==> src/rtl/level_session_ctrl_if.sv <==
// ============================================================================
// Module   : level_session_ctrl_if
// Purpose  : Auth/game-side signal bundle for the level session controller.
// Revision : 1.0
// ============================================================================
`default_nettype none

interface level_session_ctrl_if #(
    parameter int ID_W    = 3,
    parameter int LEVEL_W = 4
);
    logic               auth_bit;
    logic [ID_W-1:0]    internal_id;
    logic               green_user;
    logic               win;
    logic               rng_button;
    logic               log_out;
    logic [LEVEL_W-1:0] level_num;
    logic               levelupdated;
    logic               round_start;
    logic               session_active;

    modport slave (
        input  auth_bit, internal_id, green_user, win, rng_button, log_out,
        output level_num, levelupdated, round_start, session_active
    );

    modport master (
        output auth_bit, internal_id, green_user, win, rng_button, log_out,
        input  level_num, levelupdated, round_start, session_active
    );
endinterface

`default_nettype wire

==> src/rtl/level_session_ctrl.sv <==
// ============================================================================
// Module   : level_session_ctrl
// Purpose  : Per-user level table and session sequencer (login, level-up,
//            round start, logout write-back). Optional macro: LEVEL_WRAP_EN.
// Revision : 1.0
// ============================================================================
`default_nettype none

module level_session_ctrl #(
    parameter int ID_W        = 3,
    parameter int LEVEL_W     = 4,
    parameter int MAX_LEVEL   = 15,
    parameter int START_LEVEL = 1
) (
    input  logic                  clock,
    input  logic                  rst,
    level_session_ctrl_if.slave   s_bus
);
    localparam int                 c_DEPTH = 2**ID_W;
    localparam logic [LEVEL_W-1:0] c_MAX   = LEVEL_W'(MAX_LEVEL);
    localparam logic [LEVEL_W-1:0] c_START = LEVEL_W'(START_LEVEL);
    localparam logic [LEVEL_W-1:0] c_ONE   = LEVEL_W'(1);

    typedef enum logic [2:0] {
        ST_IDLE   = 3'd0,
        ST_LOAD   = 3'd1,
        ST_READY  = 3'd2,
        ST_UPDATE = 3'd3,
        ST_SAVE   = 3'd4
    } state_t;

    state_t             r_state, w_state_nxt;
    logic [ID_W-1:0]    r_id, w_id_nxt;
    logic               r_green, w_green_nxt;
    logic [LEVEL_W-1:0] r_cur, w_cur_nxt;
    logic [LEVEL_W-1:0] r_table [c_DEPTH];
    logic               r_win_q, r_rng_q, r_logout_q;
    logic [LEVEL_W-1:0] r_level_num, w_level_nxt;
    logic               r_lu, w_lu_nxt;
    logic               r_rs, w_rs_nxt;
    logic               r_sa, w_sa_nxt;
    logic               w_we;
    logic [LEVEL_W-1:0] w_wdata;
    logic [LEVEL_W-1:0] w_tbl_rd;
    logic               w_win_ev, w_rng_ev, w_logout_ev;

    assign w_win_ev    = s_bus.win        & ~r_win_q;
    assign w_rng_ev    = s_bus.rng_button & ~r_rng_q;
    assign w_logout_ev = s_bus.log_out    & ~r_logout_q;
    assign w_tbl_rd    = r_table[r_id];

    always_ff @(posedge clock) begin
        if (rst) begin
            r_state     <= ST_IDLE;
            r_id        <= '0;
            r_green     <= 1'b0;
            r_cur       <= '0;
            r_win_q     <= 1'b0;
            r_rng_q     <= 1'b0;
            r_logout_q  <= 1'b0;
            r_level_num <= '0;
            r_lu        <= 1'b0;
            r_rs        <= 1'b0;
            r_sa        <= 1'b0;
        end else begin
            r_state     <= w_state_nxt;
            r_id        <= w_id_nxt;
            r_green     <= w_green_nxt;
            r_cur       <= w_cur_nxt;
            r_win_q     <= s_bus.win;
            r_rng_q     <= s_bus.rng_button;
            r_logout_q  <= s_bus.log_out;
            r_level_num <= w_level_nxt;
            r_lu        <= w_lu_nxt;
            r_rs        <= w_rs_nxt;
            r_sa        <= w_sa_nxt;
        end
    end

    // Reset wipes the whole table, so an aborted session never persists.
    always_ff @(posedge clock) begin
        if (rst) begin
            for (int i = 0; i < c_DEPTH; i++) begin
                r_table[i] <= '0;
            end
        end else if (w_we) begin
            r_table[r_id] <= w_wdata;
        end
    end

    always_comb begin
        w_state_nxt = r_state;
        w_id_nxt    = r_id;
        w_green_nxt = r_green;
        w_cur_nxt   = r_cur;
        w_we        = 1'b0;
        w_wdata     = r_cur;
        w_lu_nxt    = 1'b0;
        w_rs_nxt    = 1'b0;

        case (r_state)
            ST_IDLE: begin
                if (s_bus.auth_bit) begin
                    w_id_nxt    = s_bus.internal_id;
                    w_green_nxt = s_bus.green_user;
                    w_state_nxt = ST_LOAD;
                end
            end
            ST_LOAD: begin
                if (w_tbl_rd == '0) begin
                    w_cur_nxt = c_START;
                    w_we      = r_green;
                    w_wdata   = c_START;
                end else begin
                    w_cur_nxt = w_tbl_rd;
                end
                w_lu_nxt    = 1'b1;
                w_state_nxt = ST_READY;
            end
            ST_READY: begin
                if (w_logout_ev || !s_bus.auth_bit) begin
                    w_state_nxt = ST_SAVE;
                end else if (w_win_ev) begin
                    w_state_nxt = ST_UPDATE;
                end else if (w_rng_ev) begin
                    w_rs_nxt = 1'b1;
                end
            end
            ST_UPDATE: begin
                if (r_cur < c_MAX) begin
                    w_cur_nxt = r_cur + c_ONE;
                    w_lu_nxt  = 1'b1;
                    w_we      = r_green;
                    w_wdata   = r_cur + c_ONE;
                end else begin
`ifdef LEVEL_WRAP_EN
                    w_cur_nxt = c_START;
                    w_lu_nxt  = 1'b1;
                    w_we      = r_green;
                    w_wdata   = c_START;
`else
                    w_cur_nxt = r_cur;
`endif
                end
                w_state_nxt = ST_READY;
            end
            ST_SAVE: begin
                w_we        = r_green;
                w_wdata     = r_cur;
                w_state_nxt = ST_IDLE;
            end
            default: begin
                w_state_nxt = ST_IDLE;
            end
        endcase

        // Displayed level tracks the session only while it is live.
        w_sa_nxt    = (w_state_nxt == ST_READY) || (w_state_nxt == ST_UPDATE);
        w_level_nxt = w_sa_nxt ? w_cur_nxt : '0;
    end

    assign s_bus.level_num      = r_level_num;
    assign s_bus.levelupdated   = r_lu;
    assign s_bus.round_start    = r_rs;
    assign s_bus.session_active = r_sa;
endmodule

`default_nettype wire

==> src/flat_wrapper.sv <==
// flat-port wrapper written by rule: the top's interface ports become plain ports
module level_session_ctrl_flat 
#(
    parameter int ID_W        = 3,
    parameter int LEVEL_W     = 4,
    parameter int MAX_LEVEL   = 15,
    parameter int START_LEVEL = 1
)
  (clock, rst, s_bus_auth_bit, s_bus_internal_id, s_bus_green_user, s_bus_win, s_bus_rng_button, s_bus_log_out, s_bus_level_num, s_bus_levelupdated, s_bus_round_start, s_bus_session_active);
  level_session_ctrl_if #(.ID_W(ID_W), .LEVEL_W(LEVEL_W)) s_bus_i ();
  input  logic clock;
  input  logic rst;
  input wire logic [$bits(s_bus_i.auth_bit)-1:0] s_bus_auth_bit;
  input wire logic [$bits(s_bus_i.internal_id)-1:0] s_bus_internal_id;
  input wire logic [$bits(s_bus_i.green_user)-1:0] s_bus_green_user;
  input wire logic [$bits(s_bus_i.win)-1:0] s_bus_win;
  input wire logic [$bits(s_bus_i.rng_button)-1:0] s_bus_rng_button;
  input wire logic [$bits(s_bus_i.log_out)-1:0] s_bus_log_out;
  output wire logic [$bits(s_bus_i.level_num)-1:0] s_bus_level_num;
  output wire logic [$bits(s_bus_i.levelupdated)-1:0] s_bus_levelupdated;
  output wire logic [$bits(s_bus_i.round_start)-1:0] s_bus_round_start;
  output wire logic [$bits(s_bus_i.session_active)-1:0] s_bus_session_active;
  assign s_bus_i.auth_bit = s_bus_auth_bit;
  assign s_bus_i.internal_id = s_bus_internal_id;
  assign s_bus_i.green_user = s_bus_green_user;
  assign s_bus_i.win = s_bus_win;
  assign s_bus_i.rng_button = s_bus_rng_button;
  assign s_bus_i.log_out = s_bus_log_out;
  assign s_bus_level_num = s_bus_i.level_num;
  assign s_bus_levelupdated = s_bus_i.levelupdated;
  assign s_bus_round_start = s_bus_i.round_start;
  assign s_bus_session_active = s_bus_i.session_active;
  level_session_ctrl #(.ID_W(ID_W), .LEVEL_W(LEVEL_W), .MAX_LEVEL(MAX_LEVEL), .START_LEVEL(START_LEVEL)) u_core (.clock(clock), .rst(rst), .s_bus(s_bus_i));
endmodule
==> config.mk <==
export PLATFORM = sky130hd
export DESIGN_NAME = level_session_ctrl_flat
export DESIGN_NICKNAME = d
export VERILOG_FILES = /design/src/rtl/level_session_ctrl_if.sv /design/src/rtl/level_session_ctrl.sv /design/src/flat_wrapper.sv
export SDC_FILE = /design/constraint.sdc
export NUM_CORES = 1
export LEC_CHECK = 0
export ABC_AREA = 1
export CORE_ASPECT_RATIO = 2
export CORE_MARGIN = 3
export CORE_UTILIZATION = 40
export CTS_CLUSTER_DIAMETER = 50
export DETAILED_ROUTE_END_ITERATION = 6
export SYNTH_ARGS = -nofsm -noshare
export SYNTH_HDL_FRONTEND = slang
export SYNTH_SLANG_ARGS = --single-unit
==> constraint.sdc <==
create_clock -name clock -period 3.3 [get_ports clock]
set_clock_uncertainty 0.1 [all_clocks]
set_input_delay 0.66 -clock clock [delete_from_list [all_inputs] [get_ports clock]]
set_output_delay 0.66 -clock clock [all_outputs]
set_load 0.05 [all_outputs]
### Word-level counts from Yosys, hierarchy flattened

Memories as Yosys holds them, arrays and structs flattened. A register that Yosys moved wholly into a read port is not among the register bits.
Index checks and enable logic that the tools add are counted.

| word-level totals | value |
|---|---|
| input port bits | 10 |
| flip-flop bits (word level) | 21 |
| memories | 1 |
| memory bits (writable) | 32 |
| output and inout port bits | 7 |
| word-level logic and storage cells | 63 |

Memory list:

| name | depth | bits a word | read ports | clocked after Yosys merged registers in | write ports | line | text |
|---|---|---|---|---|---|---|---|
| u_core.r_table | 8 | 4 | 1 | 1 | 8 | level_session_ctrl.sv:36 | `logic [LEVEL_W-1:0] r_table [c_DEPTH];` |

| operators by class | value |
|---|---|
| equal/unequal tests | 6 |
| magnitude comparators | 1 |
| add/sub/neg operators | 1 |
| reductions and logical operators | 10 |
| bitwise logic cells | 8 |
| multiplexer cells | 25 |

Operator list:

| kind | number |
|---|---|
| $mux 3 | 6 |
| $mux 4 | 4 |
| $pmux 4 s2 | 2 |
| $eq 3x2->1 const B | 4 |
| $mux 1 | 10 |
| $pmux 3 s3 | 1 |
| $reduce_or 4->1 | 2 |
| $not 1->1 | 5 |
| $add 4x1->4 const B | 1 |
| $logic_not 4->1 | 1 |
| $lt 4x4->1 const B | 1 |
| $reduce_or 2->1 | 2 |
| $and 1x1->1 | 3 |
| $eq 3x1->1 const B | 1 |
| $eq 3x3->1 const B | 1 |
| $logic_not 3->1 | 1 |
| $pmux 1 s3 | 1 |
| $logic_or 1x1->1 | 2 |
| $pmux 1 s2 | 1 |
| $reduce_and 2->1 | 1 |
| $logic_not 1->1 | 1 |

### Logic depth before layout (Yosys ltp)

Gate-level depths: netlist of run 1.

| logic depth | value |
|---|---|
| depth after elaboration | 9 |
| mapped depth | 13 |
| depth with buffers taken out | 12 |

### Least setup slack after synthesis of run 1

No wires, ideal clock.

| timing | value |
|---|---|
| path kind | in2reg |
| start point | in rst |
| end point | mem u_core.r_table[0][0], enable pin |
| path slack | 1.301 ns |
| library setup time | 0.308 ns |
| cell stages on the path | 3 |
| path buffers | 0 |
| arrival time | 1.590 ns |
| data required time | 2.892 ns |
| cell sequence | nor2_1 > nand3_2 > nand2_1 |

RTL lines:

| item | line | text |
|---|---|---|
| from (decl) | flat_wrapper.sv:12 | `input logic rst;` |
| to (decl) | level_session_ctrl.sv:36 |  |

==> flow_summary.toml, run 1 <==
[synth]
synth_cells = 313
netlist_area_um2 = 2650
synth_top_family_by_area = "simple AND/OR/NAND/NOR gates"
synthMuxAreaShare = 0
syn_area_per_cell_um2 = 8.48
synth-compound-area-share = 0.0566
synth-seq-cells = 56
synth.yosys.warnings = 0
synth_fp_nets = 324
synth_xor_area_frac = 0
ys_seq_area_frac = 0.543
synthSimpleGateAreaFrac = 0.305
synth_adder_area_share = 0.00471
synth_cell_types = 27

[sta]
hold_ws_ns = 0.304
rsz0062_at_grt = "no"
min_period_over_period = 0.736
max_slew_margin = 0.563
max_freq_mhz = 412
max_slew.worst_pin.slew_ns = 0.654
drv_slew = 0
setup-tns-final_ns = 0
hold_violations = 0
period_minus_slack_ns = 2.43
finalSetupViolCount = 0

[pwr]
powerDensity_nw_per_um2 = 541
peakVddDrop_mv = 0.452
leakage_nw = 1.25

[clock_tree]
cts_setup_buffers = 0
ctsRootBufferMaster = "clkbuf_16"
cts.repair.resized = 0
clkLatencyLatePin_ns = 0.30
cts-buffers-inserted = 5
cts.path.max_buffers = 2
cts.sinks = 56
cts_hold_buf = 0
htreeDepth = 2
clk_pin_slew_worst_paths_ns = 0.07
cts_tree = "built"

[setup_path]
critPathSlowestCell = "dfxtp_1"
cp_data_required_time_ns = 3.19
max_stage_delay_ns = 0.74
end_kind = "register"
crit_type = "register to register"
critPathLaunchType = "register"
cp.arrival_ns = 2.32
path_cells = "inv_8, nand2_1, nand2_1, nand2_1, nand3_1, nand2_1, nand2_1, nor2_4, nand2_4, nand2_8, nand3_2, nand2_1"
worst-path-max-fanout = 17
crit_top_cell = "nand2_1"

[detailed_routing]
wirelength_mm = 5.77
viasPerCell = 4.79
drc = 0
vias = 2009
drt_iter0_drc = 71
ant_nets = 0
wire_per_inst_um = 13.8
dr.pass1.iters = 4

[place]
port_buffers = 16
dpl_cell_area_um2 = 2890
dp_hpwl_mm = 4.62
place_congestion = 0.927

[finish]
final_common_cell = "nand2_1"
area_delta_synth_final_pct = 16.2
drive_above_1_share = 0.0841
regArea_um2 = 1440
n_fill_cell = 653
finalNetCount = 343
final_cell_mix = "nand2_1 (69), nor2_1 (58), inv_1 (49), edfxtp_1 (32), nand3_1 (25)"
multi_input_area_um2 = 971
final_util = 0.485
antenna_cells = 0
fin_area_um2 = 3080

[die]
placementRows = 41
die_area_um2 = 7710
core_um2 = 6360
die_w_um = 63.6
floorplan.initialDensity = 0.417
io_pins = 17
die_h_um = 121

[global_route]
grt_usage = 0.164
antenna_found_initial = 0
grt_pass1_wl_mm = 9.60
overflow = 0
grt_pass1_vias = 2106
grt_max_degree = 19

[job]
maxCapViolations = 0

[outcome]
outcome = "finished clean"

[worst_hold_path]
hold_class = "register to register"
-- cells in the mapped netlist --
master	n	area (µm²)
inv_8	1	11.3
nor2_4	3	33.8
buf_6	3	33.8
nor2_1	58	218
nor2_2	1	6.26
a211oi_1	1	7.51
o211ai_1	3	22.5
clkbuf_1	2	7.51
a21oi_1	10	50.1
nand2_1	69	259
edfxtp_1	32	961
nor3b_1	1	7.51
nand3_2	7	70.1
ha_1	1	12.5
inv_1	49	184
dfxtp_1	24	480
nor4_1	1	6.26
buf_2	1	5.00
nand2_2	3	18.8
nand2_8	1	20.0
nand3_1	25	125
nand3_4	1	17.5
nand3b_1	2	15.0
o21a_1	1	7.51
nand2_4	1	11.3
o21bai_1	1	7.51
o21ai_0	11	55.1
-- logic make-up after synthesis --
kind of cell,Yosys count
simple gates,173
buf+inv,56
compound gates,27
flops,56
fa+ha+maj,1
-- per-stage QoR --
step | setup WS [ns] | instances | total power [mW]
4_1_cts | 0.838 | 419 | 1.68
3_5_place_dp | 0.786 | 411 | 1.00
5_1_grt | 0.650 | 419 | 1.72
2_1_floorplan | 1.30 | 313 | 0.944
6_report | 0.872 | 419 | 1.67
3_3_place_gp | 0.815 | 411 | 1.00
-- power by group --
group	total, mW	internal, mW	switching, mW
combinational	0.191	0.0622	0.128
sequential	0.793	0.766	0.0270
clock	0.683	0.437	0.246
-- path summary, 6_finish.rpt --
kind | depth (start not counted) | slack, ns | start | endpoint
worst max register to register | 12 | 0.87 | register | u_core.r_table[2][1]
worst max-delay path | 12 | 0.87 | register | u_core.r_table[2][1]
worst min register to register | 1 | 0.30 | u_core.r_rng_q | u_core.s_bus.round_start
worst min-delay path | 1 | 0.30 | u_core.r_rng_q | u_core.s_bus.round_start
-- routing by layer --
layer  global-route usage  share of wire  vias up
li1                     -              -     1026
met1                0.149           0.34      926
met2                0.324           0.59       37
met3               0.0297          0.027       20
met4               0.0920          0.044        0
met5                    0              0        -
-- area by class of cell --
class | instances | share of cell area
multi-input combinational | 201 | 0.315
clock buffer | 5 | 0.0406
timing repair buffer | 18 | 0.0568
tap | 86 | 0.0349
inverter | 50 | 0.0633
clock inverter | 3 | 0.0223
sequential | 56 | 0.467
-- critical path, delay by kind of cell, from the launching register on --
kind	cells	cell delay [ns]
flops	1	0.74
buf+inv	1	0.11
simple gates	11	1.16
-- state kept, by name (all words and copies together) (netlist names), named ones only --
| signal | count |
|---|---|
| u_core.r_table | 32 |
| u_core.r_state | 3 |
| u_core.r_rng_q | 1 |
| u_core.s_bus.levelupdated | 1 |
| u_core.r_cur | 4 |
| u_core.s_bus.level_num | 4 |
| u_core.s_bus.session_active | 1 |
| u_core.s_bus.round_start | 1 |
| u_core.r_win_q | 1 |
| u_core.r_logout_q | 1 |
| u_core.r_green | 1 |
| u_core.r_id | 3 |
No activity file was read; power rests on OpenSTA's default activity.
==> run 2: changes to the inputs <==
- clock period: 3.3 -> 2.1 ns (I/O delays scaled with it)
==> run 2 against run 1 <==
  * Maximum frequency is 19% higher
  * Critical path depth increased by 1
  * Final area increased by 13%
  * Clock power grew 20%
  * Count of clock-buffer cells in the layout grew 1
  * Largest cell class unchanged
  * Largest power group unchanged
==> flow_summary.toml, run 2 (synthesis gave the netlist of run 1 again) <==
[setup_path]
crit_type = "register to register"
ff2ff_path_depth = 13
crit_top_cell = "nand2_1"
end_kind = "register"
critPathSlowestCell = "dfxtp_4"
reg2reg_setup_slack_ns = 0.06
rr_endpoint = "u_core.r_table[3][2]"
worst-path-buf-inv = 2
critPathLaunchType = "register"
cp.arrival_ns = 1.96
path_cells = "buf_12, clkinv_8, nand2_1, nand2_1, nand2_1, nand3_2, nand2_2, nand2_2, nor2_4, nand2_4, nand2_8, nand3_4, nand2_4"
cp_top_family = "simple AND/OR/NAND/NOR gates"
max_stage_delay_ns = 0.39
cp_data_required_time_ns = 2.02
worst-path-max-fanout = 8

[finish]
final_common_cell = "nand2_1"
antenna_cells = 0
largest_reg_flops = 32
finalNetCount = 369
drive_above_1_share = 0.214
fin_area_um2 = 3480
final_cell_mix = "nand2_1 (56), nor2_1 (53), inv_1 (48), edfxtp_1 (32), dfxtp_1 (23)"
area_delta_synth_final_pct = 31.1
largest_register = "u_core.r_table"

[clock_tree]
cts.sinks = 56
cts.path.max_buffers = 2
ctsRootBufferMaster = "clkbuf_16"
cts-buffers-inserted = 5
htreeDepth = 2
cts_tree = "built"
clk_pin_slew_worst_paths_ns = 0.07
clkLatencyLatePin_ns = 0.29

[detailed_routing]
dr.pass1.iters = 4
wirelength_mm = 6.41
drc = 0
ant_nets = 0
viasPerCell = 4.83
vias = 2150
drt_iter0_drc = 50
wire_per_inst_um = 14.4

[sta]
min_period_over_period = 0.972
rsz0062_at_grt = "yes"
period_minus_slack_ns = 2.04
fin_ws_ns = 0.0594
max_freq_mhz = 490
drv_slew = 0
setup-tns-final_ns = 0
hold_ws_ns = 0.291
max_slew_margin = 0.653
max_slew.worst_pin.slew_ns = 0.519
finalSetupViolCount = 0
hold_violations = 0

[job]
maxCapViolations = 0

[pwr]
leakage_nw = 1.40
peakVddDrop_mv = 0.687
total_power_mw = 2.50
powerDensity_nw_per_um2 = 719

[worst_hold_path]
hp-start = "u_core.r_rng_q"
hold-path-endpoint = "u_core.s_bus.round_start"
whs_path_depth = 1
hold_class = "register to register"

[global_route]
grt_pass1_wl_mm = 10.4
antenna_found_initial = 0
grt_max_degree = 18
grt_pass1_vias = 2124
overflow = 0
grt_usage = 0.179

[die]
floorplan.initialDensity = 0.417
placementRows = 41
io_pins = 17
die_w_um = 63.6
die_h_um = 121
die_area_um2 = 7710
core_um2 = 6360

[place]
port_buffers = 16
place_congestion = 0.936
dpl_cell_area_um2 = 3030
place_ws_ns = 0.00914
dp_hpwl_mm = 4.88

[outcome]
outcome = "finished clean"
[run 2: changes by cell type in the layout (fill, tap and decap cells not counted), moves of 3 or more]
cell / previous run / this run
nor2_1: 58 / 53
nand3_1: 25 / 22
nand2_2: 3 / 8
buf_12: 0 / 4
nand2_1: 69 / 56
nor2_2: 1 / 6
nand3_2: 7 / 3
nand3_4: 1 / 8
nand2_4: 1 / 9
buf_4: 2 / 21
[run 2: what timing repair did]
item,in CTS,in global routing
setup buffers,0,10
setup endpoints to repair,0,40
hold buffers,0,0
hold endpoints to repair,0,0
gates resized for setup,0,41
[run 2: layout make-up]
class / count / area (µm²)
Clock inverter: 2 / 15.0
Multi-Input combinational cell: 201 / 1120
Timing Repair inverter: 1 / 8.76
Timing Repair Buffer: 43 / 448
Tap cell: 86 / 108
Sequential cell: 56 / 1450
Clock buffer: 6 / 130
Fill cell: 600 / 2880
Inverter: 50 / 200
[run 2: worst max path at each step]
stage / from / end / cells past startpoint / slack [ns]
final: register / u_core.r_table[3][2] / 13 / 0.06
after global placement: register / u_core.r_table[4][0] / 13 / 0.05
after global routing: register / u_core.r_table[3][0] / 13 / -0.04
after floorplan: register / u_core.r_table[0][0] / 13 / 0.18
after CTS: register / u_core.r_table[0][1] / 13 / 0.0005
after detailed placement: register / u_core.r_table[0][0] / 13 / 0.009
[run 2: metal layers]
layer / wire [µm] / part of all wire / track usage / vias to the layer above
met5: 0 / 0 / 0 / -
met4: 328 / 0.051 / 0.0961 / 0
met2: 3860 / 0.60 / 0.360 / 41
met3: 166 / 0.026 / 0.0306 / 20
met1: 2060 / 0.32 / 0.161 / 1001
li1: - / - / - / 1088
[run 2: per-stage QoR]
stage / std cells / utilization
5_1_grt: 445 / 0.547
2_1_floorplan: 313 / -
6_report: 445 / 0.547
3_3_place_gp: 424 / 0.476
4_1_cts: 432 / 0.498
3_5_place_dp: 424 / 0.476
[run 2: power by group]
group	switching [mW]	total, mW	internal (mW)
logic	0.258	0.440	0.182
clock network	0.373	0.823	0.450
registers	0.0324	1.24	1.20
total	0.663	2.50	1.84
